<file path="src/rtl/misr_response_compactor.sv">
// misr_response_compactor: MISR that compacts response words into a signature and checks it against a golden value
module misr_response_compactor #(
  parameter int WIDTH = 16,
  parameter logic [WIDTH-1:0] POLY = 16'h002D,
  parameter logic [WIDTH-1:0] SEED = '0,
  parameter int PATTERNS = 256,
  parameter int CNT_W = 16
) (
  input  logic             CLOCK,
  input  logic             RESET,
  input  logic             START,
  input  logic             IN_VALID,
  input  logic [WIDTH-1:0] IN_DATA,
  input  logic [WIDTH-1:0] EXPECTED,
  output logic             BUSY,
  output logic             DONE,
  output logic             PASS,
  output logic [WIDTH-1:0] SIGNATURE,
  output logic [CNT_W-1:0] COUNT
);
  typedef enum logic [1:0] {S_IDLE, S_RUN, S_DONE} state_t;
  state_t           state_q;
  logic [WIDTH-1:0] sig_q, sig_d;
  logic [CNT_W-1:0] cnt_q, cnt_d;
  logic             busy_q, done_q, pass_q, last;
  always_comb begin
    sig_d = {sig_q[WIDTH-2:0], 1'b0} ^ (sig_q[WIDTH-1] ? POLY : '0) ^ IN_DATA;
    cnt_d = cnt_q + CNT_W'(1);
    last  = cnt_q == CNT_W'(PATTERNS - 1);
  end
  always_ff @(posedge CLOCK) begin
    if (RESET) begin
      state_q <= S_IDLE;
      busy_q  <= 1'b0;
      done_q  <= 1'b0;
      pass_q  <= 1'b0;
      sig_q   <= SEED;
      cnt_q   <= '0;
    end else begin
      case (state_q)
        S_IDLE, S_DONE: if (START) begin
          state_q <= S_RUN;
          busy_q  <= 1'b1;
          done_q  <= 1'b0;
          pass_q  <= 1'b0;
          sig_q   <= SEED;
          cnt_q   <= '0;
        end
        S_RUN: if (IN_VALID) begin
          sig_q <= sig_d;
          cnt_q <= cnt_d;
          if (last) begin
            // pass judges the signature including the word accepted on this edge
            state_q <= S_DONE;
            busy_q  <= 1'b0;
            done_q  <= 1'b1;
            pass_q  <= sig_d == EXPECTED;
          end
        end
        default: state_q <= S_IDLE;
      endcase
    end
  end
  assign BUSY      = busy_q;
  assign DONE      = done_q;
  assign PASS      = pass_q;
  assign SIGNATURE = sig_q;
  assign COUNT     = cnt_q;
endmodule

</file>
<file path="config.mk">
export PLATFORM = sky130hd
export DESIGN_NAME = misr_response_compactor
export DESIGN_NICKNAME = d
export VERILOG_FILES = /design/src/rtl/misr_response_compactor.sv
export SDC_FILE = /design/constraint.sdc
export NUM_CORES = 1
export LEC_CHECK = 0
export BUFFER_PORTS_ARGS = -buffer_cell sky130_fd_sc_hd__buf_2
export CAP_MARGIN = 0
export CORE_MARGIN = 2
export CORE_UTILIZATION = 35
export CTS_CLUSTER_DIAMETER = 80
export DETAILED_ROUTE_END_ITERATION = 10
export SYNTH_ARGS = -nofsm -noshare
export SYNTH_HDL_FRONTEND = slang
export SYNTH_SLANG_ARGS = --single-unit
</file>
<file path="constraint.sdc">
create_clock -name CLOCK -period 2.3 [get_ports CLOCK]
set_clock_uncertainty 0.1 [all_clocks]
set_input_delay 0.345 -clock CLOCK [delete_from_list [all_inputs] [get_ports CLOCK]]
set_output_delay 0.345 -clock CLOCK [all_outputs]
set_load 0.02 [all_outputs]
</file>
==> flow_summary.toml <==
[final_layout]
nNetsFinal = 327
register_area_um2 = 741
layout_cells_sized_above_1_pct = 30.9
ant_cells = 0
area_occupied_by_multi_input_gates_mm2 = 0.00107
area_delta_synth_final_pct = 30.3
n_fill_cell = 546

[floorplan]
io-pin-count = 71
placementRows = 26
die_width_um = 76.7
die_area_mm2 = 0.00589
floorplan_core_area_mm2 = 0.00511
initial_core_util_pct = 36.2
fp.dieH_um = 76.7

[clock_tree]
tritoncts_num_sinks = 37
tritoncts_clock_tree = "built"
cts_hold_buffers = 0
clock-root-buffer = "sky130_fd_sc_hd__clkbuf_8"
cts.reportedPaths.clkPinSlew_ns = 0.08
postCtsSetupRepairBufs = 0
cts.htree.levels = 2
post_cts_resized = 0
cts-root-to-sink-buffers = 2
insertion_delay_ns = 0.30
tritoncts.num_buffers = 5

[setup_path]
startpoint_class_of_the_critical_path = "flip-flop"
cp_data_arrival_time_ns = 2.07
slowest_stage_delay_on_critical_path_ns = 0.54
path_class = "reg2reg"
setup.worst_path.end_class = "flip-flop"
worstPathBufferInverterCount = 0
critical_path_peak_fanout = 6
cell_chain_critical_path = "or4_4 > nor4_4 > and2_1 > nand4_1 > o31ai_2"
family_with_the_most_delay_on_the_worst_path = "simple AND/OR/NAND/NOR gates"
worstPathRequired_ns = 2.42
critical_path.slowest_cell = "sky130_fd_sc_hd__or4_4"

[logic_synthesis]
synth_common_cells = "41 x sky130_fd_sc_hd__nor2_1, 37 x sky130_fd_sc_hd__dfxtp_1, 29 x sky130_fd_sc_hd__xnor2_1"
netlist_top_cells_area = "sky130_fd_sc_hd__dfxtp_1 40%, sky130_fd_sc_hd__xnor2_1 14%, sky130_fd_sc_hd__xor2_1 8.5%, sky130_fd_sc_hd__nor2_1 8.3%, sky130_fd_sc_hd__a31oi_1 3.7%"
synth-seq-area-share_pct = 40.0
synth_largest_area_cell = "sky130_fd_sc_hd__dfxtp_1"
synth_enable_flop_cells = 0
synth_top_cell_area_share_pct = 40.0
postSynthRegisterBits = 37
yosys_warnings = 0
synth_async_sr_flop_share_pct = 0
syn_nets = 254
post_synth_instance_area_mm2 = 0.00185
post_synth_inst_count = 217
syn_avg_cell_area_um2 = 8.53
post-synth-top-count-cell = "sky130_fd_sc_hd__nor2_1"
synth_flop_cell = "sky130_fd_sc_hd__dfxtp_1"
synth.distinct_cells = 30

[timing]
relSlewSlack_pct = 73.3
finalSetupViolCount = 0
setup_tns_ns = 0
slew_viol_final = 0
timing.final.hold_violations = 0
period_minus_slack_ns = 1.96
rsz0062_at_grt = "false"
fmax_mhz = 511
layout_worst_path_cycle_share_pct = 85.1
worst_slack_ns = 0.343
worstMarginPinSlew_ns = 0.399

[flow_run]
max_cap_viol_count = 0

[status]
outcome = "finished, final reports clean"

[routing]
detail_route.first_pass.iterations = 4
detail_route.iter0.violations = 87
detail_route.vias_per_cell = 4.89
drt-total-wl_mm = 4.59
via_count = 1767
remaining_drc_errors = 0
detail-route-antenna-nets = 0
wl_per_cell_um = 12.7

[global_routing]
grt.overflow.total = 0
initial_antenna_violation_count = 0
vias_in_the_first_global_route = 1666
grtUsageTotal_pct = 15.8
largest_net_degree_at_the_start_of_global_routing = 25
first_pass_grt_wire_length_mm = 7.56

[place]
gpl.final_weighted_congestion = 0.837
dp_slack_ns = 0.371
io_buffers = 70
dp.final_hpwl_mm = 3.48

[pwr]
ir_drop_v = 0.000307
power.density_cell_area_mw_per_mm2 = 618
leakagePower_nw = 1.02

[min_path]
worst_hold_path_class = "in2reg"
[power by group]
part           leakage (nW)  switching, mW  total (mW)  internal [mW]
registers             0.300         0.0155       0.673          0.657
clock network        0.0543          0.251       0.576          0.324
logic                 0.670          0.136       0.242          0.106
total                  1.02          0.403        1.49           1.09
[placed cells by master, fill, tap and decap left out]
cell type	Yosys	layout
sky130_fd_sc_hd__clkinvlp_4	0	1
sky130_fd_sc_hd__nand3b_1	2	2
sky130_fd_sc_hd__mux2_2	1	1
sky130_fd_sc_hd__nand4_1	6	6
sky130_fd_sc_hd__and4_1	2	2
sky130_fd_sc_hd__o31ai_2	1	1
sky130_fd_sc_hd__inv_1	1	1
sky130_fd_sc_hd__nand2_1	14	14
sky130_fd_sc_hd__or4_1	2	2
sky130_fd_sc_hd__clkinv_4	0	1
sky130_fd_sc_hd__a21o_2	1	1
sky130_fd_sc_hd__nor2_1	41	41
sky130_fd_sc_hd__or3_1	2	2
sky130_fd_sc_hd__xor2_1	18	18
sky130_fd_sc_hd__a211oi_1	5	5
sky130_fd_sc_hd__dfxtp_1	37	37
sky130_fd_sc_hd__xnor2_1	29	29
sky130_fd_sc_hd__ha_1	1	1
sky130_fd_sc_hd__and3_1	1	1
sky130_fd_sc_hd__a21oi_1	10	10
sky130_fd_sc_hd__nand2b_1	3	3
sky130_fd_sc_hd__buf_4	0	6
sky130_fd_sc_hd__nand3_1	9	9
sky130_fd_sc_hd__nor4_1	2	2
sky130_fd_sc_hd__a31oi_1	11	11
sky130_fd_sc_hd__and2_1	1	1
sky130_fd_sc_hd__clkbuf_8	0	5
sky130_fd_sc_hd__o21ai_0	3	3
sky130_fd_sc_hd__or4_4	1	1
sky130_fd_sc_hd__nor4_4	1	1
sky130_fd_sc_hd__and4_2	1	1
sky130_fd_sc_hd__bufinv_16	0	1
sky130_fd_sc_hd__nor3_1	1	1
sky130_fd_sc_hd__buf_2	0	70
[tightest hold or removal path, delay by kind of cell]
family | cells | cell delay, ns
compound gates | 1 | 0.06
buf+inv | 1 | 0.10
simple gates | 2 | 0.09
[through the flow]
stage / power (mW) / instances / util [%] / cell area (um^2) / hold slack (ns)
final: 1.49 / 361 / 47.2 / 2410 / 0.240
after global routing: 1.56 / 361 / 47.2 / 2410 / 0.277
after CTS: 1.50 / 361 / 47.2 / 2410 / 0.234
after detailed placement: 0.931 / 353 / 45.0 / 2300 / 0.361
after global placement: 0.930 / 353 / 45.0 / 2300 / 0.354
after floorplan: 0.845 / 217 / - / 1850 / 0.339
[flip-flops by register name, summed over array words and instances (netlist names)]
| signal | count |
|---|---|
| SIGNATURE | 16 |
| COUNT | 16 |
| PASS | 1 |
| BUSY | 1 |
| DONE | 1 |
| state_q | 2 |
[kinds of logic after synthesis]
group | share of synthesized area [%]
flops | 40.0
fa+ha+maj | 0.676
simple gates | 23.8
buf+inv | 2.23
xor+xnor | 22.2
compound gates | 10.4
mux | 0.608
[worst paths after layout]
check	depth (start not counted)	start	endpoint	slack, ns
hold reg to reg	2	BUSY	BUSY	0.37
setup / recovery	5	COUNT[10]	PASS	0.34
hold / removal	4	START	state_q[1]	0.24
setup reg to reg	5	COUNT[10]	PASS	0.34
[routing by layer]
metal	GRT usage (%)	up-vias	routed length (um)
li1	-	887	-
met1	19.9	820	2080
met2	26.0	52	2150
met3	4.24	8	290
met4	6.00	0	70
met5	0	-	0
[area by class of cell]
class                           instances  share of cell area, %
Clock buffer                            5                   2.85
Clock inverter                          3                   1.92
Inverter                                1                  0.156
Multi-Input combinational cell        169                   44.3
Sequential cell                        37                   30.7
Tap cell                               70                   3.63
Timing Repair Buffer                   76                   16.4
Power figures use the tool's default switching activity.
